===== config.mk =====
export PLATFORM = sky130hd
export DESIGN_NAME = seq_detect_1011_flat
export DESIGN_NICKNAME = d
export VERILOG_FILES = /design/src/rtl/seq_detect_1011_if.sv /design/src/rtl/seq_detect_1011.sv /design/src/flat_wrapper.sv
export SDC_FILE = /design/constraint.sdc
export NUM_CORES = 1
export LEC_CHECK = 0
export BUFFER_PORTS_ARGS = -buffer_cell sky130_fd_sc_hd__buf_2
export CORE_MARGIN = 2
export CORE_UTILIZATION = 45
export DETAILED_ROUTE_END_ITERATION = 8
export GPL_TIMING_DRIVEN = 0
export PLACE_DENSITY = 0.66
export SYNTH_ARGS = -nofsm -noshare
export SYNTH_HDL_FRONTEND = slang
export SYNTH_SLANG_ARGS = --single-unit

===== constraint.sdc =====
create_clock -name clk -period 2.4 [get_ports clk]
set_input_delay 0.48 -clock clk [delete_from_list [all_inputs] [get_ports clk]]
set_output_delay 0.48 -clock clk [all_outputs]
set_load 0.01 [all_outputs]

===== src/rtl/seq_detect_1011_if.sv =====
// Bundles the detector's sample inputs and registered status outputs.
// The master modport drives the bit stream; the slave modport is the detector.
interface seq_detect_1011_if #(
  parameter int unsigned CNT_W = 8
) ();

  logic             en;
  logic             bit_in;
  logic             cnt_clr;
  logic             match;
  logic [CNT_W-1:0] match_cnt;
  logic [3:0]       shift_q;
  logic [2:0]       state_q;

  modport master (
    output en,
    output bit_in,
    output cnt_clr,
    input  match,
    input  match_cnt,
    input  shift_q,
    input  state_q
  );

  modport slave (
    input  en,
    input  bit_in,
    input  cnt_clr,
    output match,
    output match_cnt,
    output shift_q,
    output state_q
  );

endinterface


===== src/rtl/seq_detect_1011.sv =====
// Moore FSM detecting serial pattern 1011 with match pulse, saturating count and debug taps.
// Define SEQ_OVERLAP_EN for overlapping detection (S4 on input 0 goes to S2 instead of S0).
module seq_detect_1011 #(
  parameter int unsigned CNT_W = 8
) (
  input logic               clk,
  input logic               rst_n,
  seq_detect_1011_if.slave  bus
);

  if (CNT_W < 2 || CNT_W > 16) begin : gen_cnt_w_check
    $error("CNT_W must be in 2..16");
  end

  typedef enum logic [2:0] {
    S0 = 3'd0,
    S1 = 3'd1,
    S2 = 3'd2,
    S3 = 3'd3,
    S4 = 3'd4
  } state_e;

  localparam logic [CNT_W-1:0] CntMax = {CNT_W{1'b1}};

  state_e           fsm_q, fsm_d;
  logic [3:0]       shreg_q, shreg_d;
  logic             match_q, match_d;
  logic [CNT_W-1:0] cnt_q, cnt_d;

  // Next-state logic; illegal encodings recover to S0 even while disabled.
  always_comb begin
    fsm_d = fsm_q;
    unique case (fsm_q)
      S0: if (bus.en) fsm_d = bus.bit_in ? S1 : S0;
      S1: if (bus.en) fsm_d = bus.bit_in ? S1 : S2;
      S2: if (bus.en) fsm_d = bus.bit_in ? S3 : S0;
      S3: if (bus.en) fsm_d = bus.bit_in ? S4 : S2;
`ifdef SEQ_OVERLAP_EN
      S4: if (bus.en) fsm_d = bus.bit_in ? S1 : S2;
`else
      S4: if (bus.en) fsm_d = bus.bit_in ? S1 : S0;
`endif
      default: fsm_d = S0;
    endcase
  end

  always_comb begin
    shreg_d = shreg_q;
    if (bus.en) begin
      shreg_d = {shreg_q[2:0], bus.bit_in};
    end
  end

  assign match_d = bus.en && (fsm_d == S4);

  // A clear coinciding with a match loads 1 so that match is not lost.
  always_comb begin
    cnt_d = cnt_q;
    if (bus.cnt_clr) begin
      cnt_d = match_d ? CNT_W'(1) : '0;
    end else if (match_d && (cnt_q != CntMax)) begin
      cnt_d = cnt_q + CNT_W'(1);
    end
  end

  always_ff @(posedge clk) begin
    if (!rst_n) begin
      fsm_q   <= S0;
      shreg_q <= 4'b0000;
      match_q <= 1'b0;
      cnt_q   <= '0;
    end else begin
      fsm_q   <= fsm_d;
      shreg_q <= shreg_d;
      match_q <= match_d;
      cnt_q   <= cnt_d;
    end
  end

  assign bus.match     = match_q;
  assign bus.match_cnt = cnt_q;
  assign bus.shift_q   = shreg_q;
  assign bus.state_q   = fsm_q;

endmodule


===== src/flat_wrapper.sv =====
// flat-port wrapper written by rule: the top's interface ports become plain ports
module seq_detect_1011_flat 
#(
  parameter int unsigned CNT_W = 8
)
  (clk, rst_n, bus_en, bus_bit_in, bus_cnt_clr, bus_match, bus_match_cnt, bus_shift_q, bus_state_q);
  seq_detect_1011_if #(.CNT_W(CNT_W)) bus_i ();
  input logic clk;
  input logic rst_n;
  input wire logic [$bits(bus_i.en)-1:0] bus_en;
  input wire logic [$bits(bus_i.bit_in)-1:0] bus_bit_in;
  input wire logic [$bits(bus_i.cnt_clr)-1:0] bus_cnt_clr;
  output wire logic [$bits(bus_i.match)-1:0] bus_match;
  output wire logic [$bits(bus_i.match_cnt)-1:0] bus_match_cnt;
  output wire logic [$bits(bus_i.shift_q)-1:0] bus_shift_q;
  output wire logic [$bits(bus_i.state_q)-1:0] bus_state_q;
  assign bus_i.en = bus_en;
  assign bus_i.bit_in = bus_bit_in;
  assign bus_i.cnt_clr = bus_cnt_clr;
  assign bus_match = bus_i.match;
  assign bus_match_cnt = bus_i.match_cnt;
  assign bus_shift_q = bus_i.shift_q;
  assign bus_state_q = bus_i.state_q;
  seq_detect_1011 #(.CNT_W(CNT_W)) u_core (.clk(clk), .rst_n(rst_n), .bus(bus_i));
endmodule

; Word level (Yosys, flattened, before mapping)
; Index checks and enable logic that the tools add are counted.
[word_totals]
in_bits = 5
regBits = 16
wordCells = 28
output_inout_bits = 16
[classes]
eq_ne = 6
n_reduce_logical = 5
mux = 12
addsub = 1
[op_table]
columns = cell, n
row1 = 8-bit two-way mux, 2
row2 = 3-bit two-way mux, 5
row3 = 3-bit case mux with 4 select lines, 1
row4 = 8-bit by 1-bit adder with 8-bit output (second input constant), 1
row5 = 8-bit != test (second input constant), 1
row6 = 3-bit by 2-bit equality test with 1-bit output (second input constant), 2
row7 = 3-bit equality test (second input constant), 2
row8 = 2-bit two-way mux, 2
row9 = 3-bit by 1-bit equality test with 1-bit output (second input constant), 1
row10 = 3-bit zero test, 1
row11 = 1-bit logical AND, 2
row12 = 1-bit two-way mux, 2
row13 = 2-bit nonzero test, 1
row14 = 2-bit OR reduction, 1

; Logic depth before layout (Yosys ltp)
[logic_depth]
depth_word = 8
ltp_mapped = 5
mapped_depth_nobuf = 5

; Least setup slack after synthesis
; OpenSTA, ideal clock, no wires.
[synth_path]
path_type = input-to-reg
start = input port bus_en
end = register u_core.cnt_q[5], in the netlist u_core.bus.match_cnt[5]
stages = 5
setup_ns = 0.124
required_ns = 2.276
path_slack_ns = 1.062
t_arrival_ns = 1.214
n_path_buf = 1
cell_sequence = buf_4 -> nand4b_1 -> nor2_1 -> o2111ai_1 -> mux2i_1
[synth_between]
elab_chain_cells = 6
elab_cells_between_ends = 9
classes_between = eq/ne (1) / mux (5) / reduce/logical (3)
[synth_rtl]
columns = item, line_no
row1 = "start, declared", flat_wrapper.sv:10  ; input wire logic [$bits(bus_i.en)-1:0] bus_en;
row2 = 3-bit two-way mux (on tied branches), n/a
row3 = 3-bit case mux with 4 select lines, seq_detect_1011.sv:33  ; unique case (fsm_q)
row4 = 3-bit equality test, seq_detect_1011.sv:54  ; assign match_d = bus.en && (fsm_d == S4);
row5 = 1-bit logical AND (*), seq_detect_1011.sv:54
row6 = 1-bit logical AND (*), seq_detect_1011.sv:61  ; end else if (match_d && (cnt_q != CntMax)) begin
row7 = 2-bit nonzero test (no line) (*), n/a
row8 = "end signal, assigned", seq_detect_1011.sv:76  ; cnt_q <= cnt_d;
row9 = "end, declared", seq_detect_1011.sv:28  ; logic [CNT_W-1:0] cnt_q, cnt_d;
; Mark *: on every way between the ends. The rest lies on a longest branch, timed or not.
; A chain may end at the register's enable or synchronous reset.

; Final worst setup path
[layout_path]
start = register u_core.fsm_q[1], in the netlist u_core.bus.state_q[1]
end = output port bus_state_q[1]
[layout_lines]
columns = item, line_no
row1 = "start, declared", seq_detect_1011.sv:25  ; state_e fsm_q, fsm_d;
row2 = "start signal, assigned", seq_detect_1011.sv:73  ; fsm_q <= fsm_d;
row3 = "end, declared", flat_wrapper.sv:16  ; output wire logic [$bits(bus_i.state_q)-1:0] bus_state_q;
; No word-level cell between the ends.

==> impl_metrics.csv <==
group,metric,value,unit
sta,finalSetupViolations,0,
critical_path,path_cells,"buf_2",
routing,routedWlPerCell,12.3,microns
power_and_ir_drop,power_density,515,nW/um^2
power_and_ir_drop,internal_power,0.000375,W
clocking,cts_root_buffer,"clkbuf_4",
global_route,grt_usage,17.0,%
routing,first_pass_iters,4,
power_and_ir_drop,p_clk_share,36.4,%
layout,area_delta_synth_final,20.5,%
clocking,clock_path_buffers,2,
critical_path,crit_path_end_kind,"output pin",
critical_path,startpoint_type,"register",
critical_path,path_max_fanout,9,
power_and_ir_drop,swShare,20.9,%
floorplan,io_pins,21,
power_and_ir_drop,leakagePower,0.400,nW
clocking,htreeDepth,1,
clocking,clock_sinks,16,
sta,fin_crit_sh,60.2,%
routing,drtIter0Drc,12,
placement,hpwl,1.13,mm
clocking,clk_pin_slew,0.09,ns
floorplan,dieWidth,45.2,microns
sta,finalHoldViolations,0,
critical_path,cp.arrival,0.97,ns
worst_hold_path,hold_path.class,"primary input to register",
logic_synthesis,yosysUniqueCellTypes,33,
layout,drive_gt1_share,27.1,%
sta,fin_ws,0.955,ns
sta,finalClockSkew,0.00116,ns
sta,fmax,692,MHz
floorplan,fp.dieH,45.2,microns
logic_synthesis,yosysTopAreaCell,"dfxtp_1",
global_route,grt_pass1_wl,2.53,mm
global_route,grt_max_degree,11,
layout,antennaDiodeCount,0,
critical_path,cp_num_buf_inv,1,
logic_synthesis,syn_avg_cell_area,9.21,sq um
placement,gp_congestion,0.736,
routing,viasPerCell,5.80,
power_and_ir_drop,p_sw,0.0000990,W
logic_synthesis,ys_ff_latch,16,
clocking,post_cts_buffers,0,
sta,final_max_slew_viol_count,0,
critical_path,worstPathRequired,1.92,ns
critical_path,path_class,"register to output pin",
sta,relSlewSlack,76.1,%
floorplan,fp.dieArea,2040,sq um
logic_synthesis,ys_warn_count,0,
critical_path,slowest_stage,"dfxtp_1",
sta,whs,0.464,ns
logic_synthesis,synth_top_cell_area_share,41.9,%
floorplan,rows,14,
power_and_ir_drop,peakVddDrop,400,uV
sta,tightest_slew,0.359,ns
layout,fillCellCount,147,
global_route,grt.overflow.total,0,
status,status,"complete, no violations",
logic_synthesis,synth_nets,89,
logic_synthesis,synthCells,83,
routing,drcViolationCount,0,
placement,portBuffers,20,
placement,place_ws,0.824,ns
layout,nets,114,
critical_path,cp_top_family,"flip-flops",
global_route,antenna_found_initial,0,
logic_synthesis,syn-cell-area,764,sq um
routing,vias,713,
clocking,cts_resized,0,
global_route,grt_pass1_vias,587,
clocking,cts_buffers,3,
clocking,tritoncts,"done",
sta,rsz0062_at_grt,"no",
power_and_ir_drop,seqPwrFrac,57.4,%
critical_path,worst_path_largest_cell_delay,0.49,ns
clocking,clk_latency,0.28,ns
sta,min_period,1.45,ns
logic_synthesis,synth-seq-area-share,41.9,%
logic_synthesis,synth.area.top_cells,"dfxtp_1, mux2i_1, nor2b_1, nand2_1, nand3_1",
floorplan,core-area,1540,sq um
routing,ant_nets,0,
power_and_ir_drop,pwr-share-comb,6.2,%
routing,routed_wl,1.51,mm
job,maxCapViolCount,0,
sta,fin_setup_tns,0,ns
clocking,holdBufCountCts,0,
floorplan,initial_core_util,49.6,%
cells in the mapped netlist (all sizes together):
library cell / n
a31oi: 3
nand4: 3
mux2i: 5
a311oi: 2
a211oi: 1
nor4: 1
o211ai: 1
nor2b: 4
a21oi: 2
and2: 2
a21boi: 2
o21a: 2
o2111ai: 1
inv: 2
buf: 1
nor4b: 1
maj3: 1
nand3: 4
and4b: 1
and3: 2
nor3b: 2
ha: 1
a2bb2oi: 1
nor2: 4
and4: 1
nand2: 6
nand4b: 2
dfxtp: 16
clkbuf: 2
o21ai: 4
nand2b: 3
power by group through the flow:
stage / Sequential, W / Clock (W) / Combinational (W)
3_5_place_dp: 0.000278 / 0 / 0.0000295
2_1_floorplan: 0.000279 / 0 / 0.0000170
4_1_cts: 0.000272 / 0.000180 / 0.0000297
5_1_grt: 0.000273 / 0.000193 / 0.0000328
3_3_place_gp: 0.000278 / 0 / 0.0000290
6_report: 0.000272 / 0.000173 / 0.0000292
logic make-up (layout without fill, tap and decap cells):
group	Yosys count	count (layout)	share of synthesized area (%)
AOI/OAI and AO/OA	19	19	16.9
muxes	5	5	6.55
DFF	16	16	41.9
buffers and inverters	5	29	2.95
adders and majority gates	2	2	2.95
and+or+nand+nor	36	36	28.8
routing by layer:
layer / wire [microns] / vias to the layer above / track usage [%]
li1: - / 363 / -
met1: 746 / 323 / 24.8
met2: 647 / 27 / 23.1
met3: 118 / 0 / 7.20
met4: 0 / 0 / 3.53
met5: 0 / - / 0
through the flow:
step,instance area (sq um),cells,power [W],util (%)
finish,921,123,0.000474,59.7
global route,921,123,0.000499,59.7
CTS,921,123,0.000482,59.7
detailed placement,885,119,0.000308,57.4
floorplan,764,83,0.000296,-
global placement,885,119,0.000307,57.4
state kept, by name, summed over array words and instances (netlist names):
register	count
u_core.bus.match	1
u_core.bus.shift_q	4
u_core.bus.match_cnt	8
u_core.bus.state_q	3
worst paths after layout:
kind | startpoint | to | slack (ns) | cells past startpoint
max | u_core.bus.state_q[1] | bus_state_q[1] | 0.95 | 1
min | bus_cnt_clr | u_core.bus.match_cnt[0] | 0.46 | 3
max reg2reg | u_core.bus.match_cnt[0] | u_core.bus.match_cnt[4] | 1.01 | 5
min reg2reg | u_core.bus.shift_q[0] | u_core.bus.shift_q[0] | 0.50 | 2
placed cells by master (no fill, tap or decap), types with 3 or more instances in the layout:
cell type and instances:
nor2b_1 4, dfxtp_1 16, nand4_1 3, o21ai_0 4
buf_2 20, nand3_1 4, clkbuf_4 3, nand2_1 6
mux2i_1 5, nand2b_1 3, a31oi_1 3, nor2_1 4
area by class of cell:
type                       instances  area (sq um)  share of cell area [%]
sequential                        16           320                    34.8
buffer                             3          15.0                    1.63
inverter                           2          7.51                   0.815
timing repair buffer              20           100                    10.9
clock buffer                       4          36.3                    3.94
tap                               16          20.0                    2.17
multi-input combinational         62           422                    45.8
No activity file was read; power rests on OpenSTA's default activity.
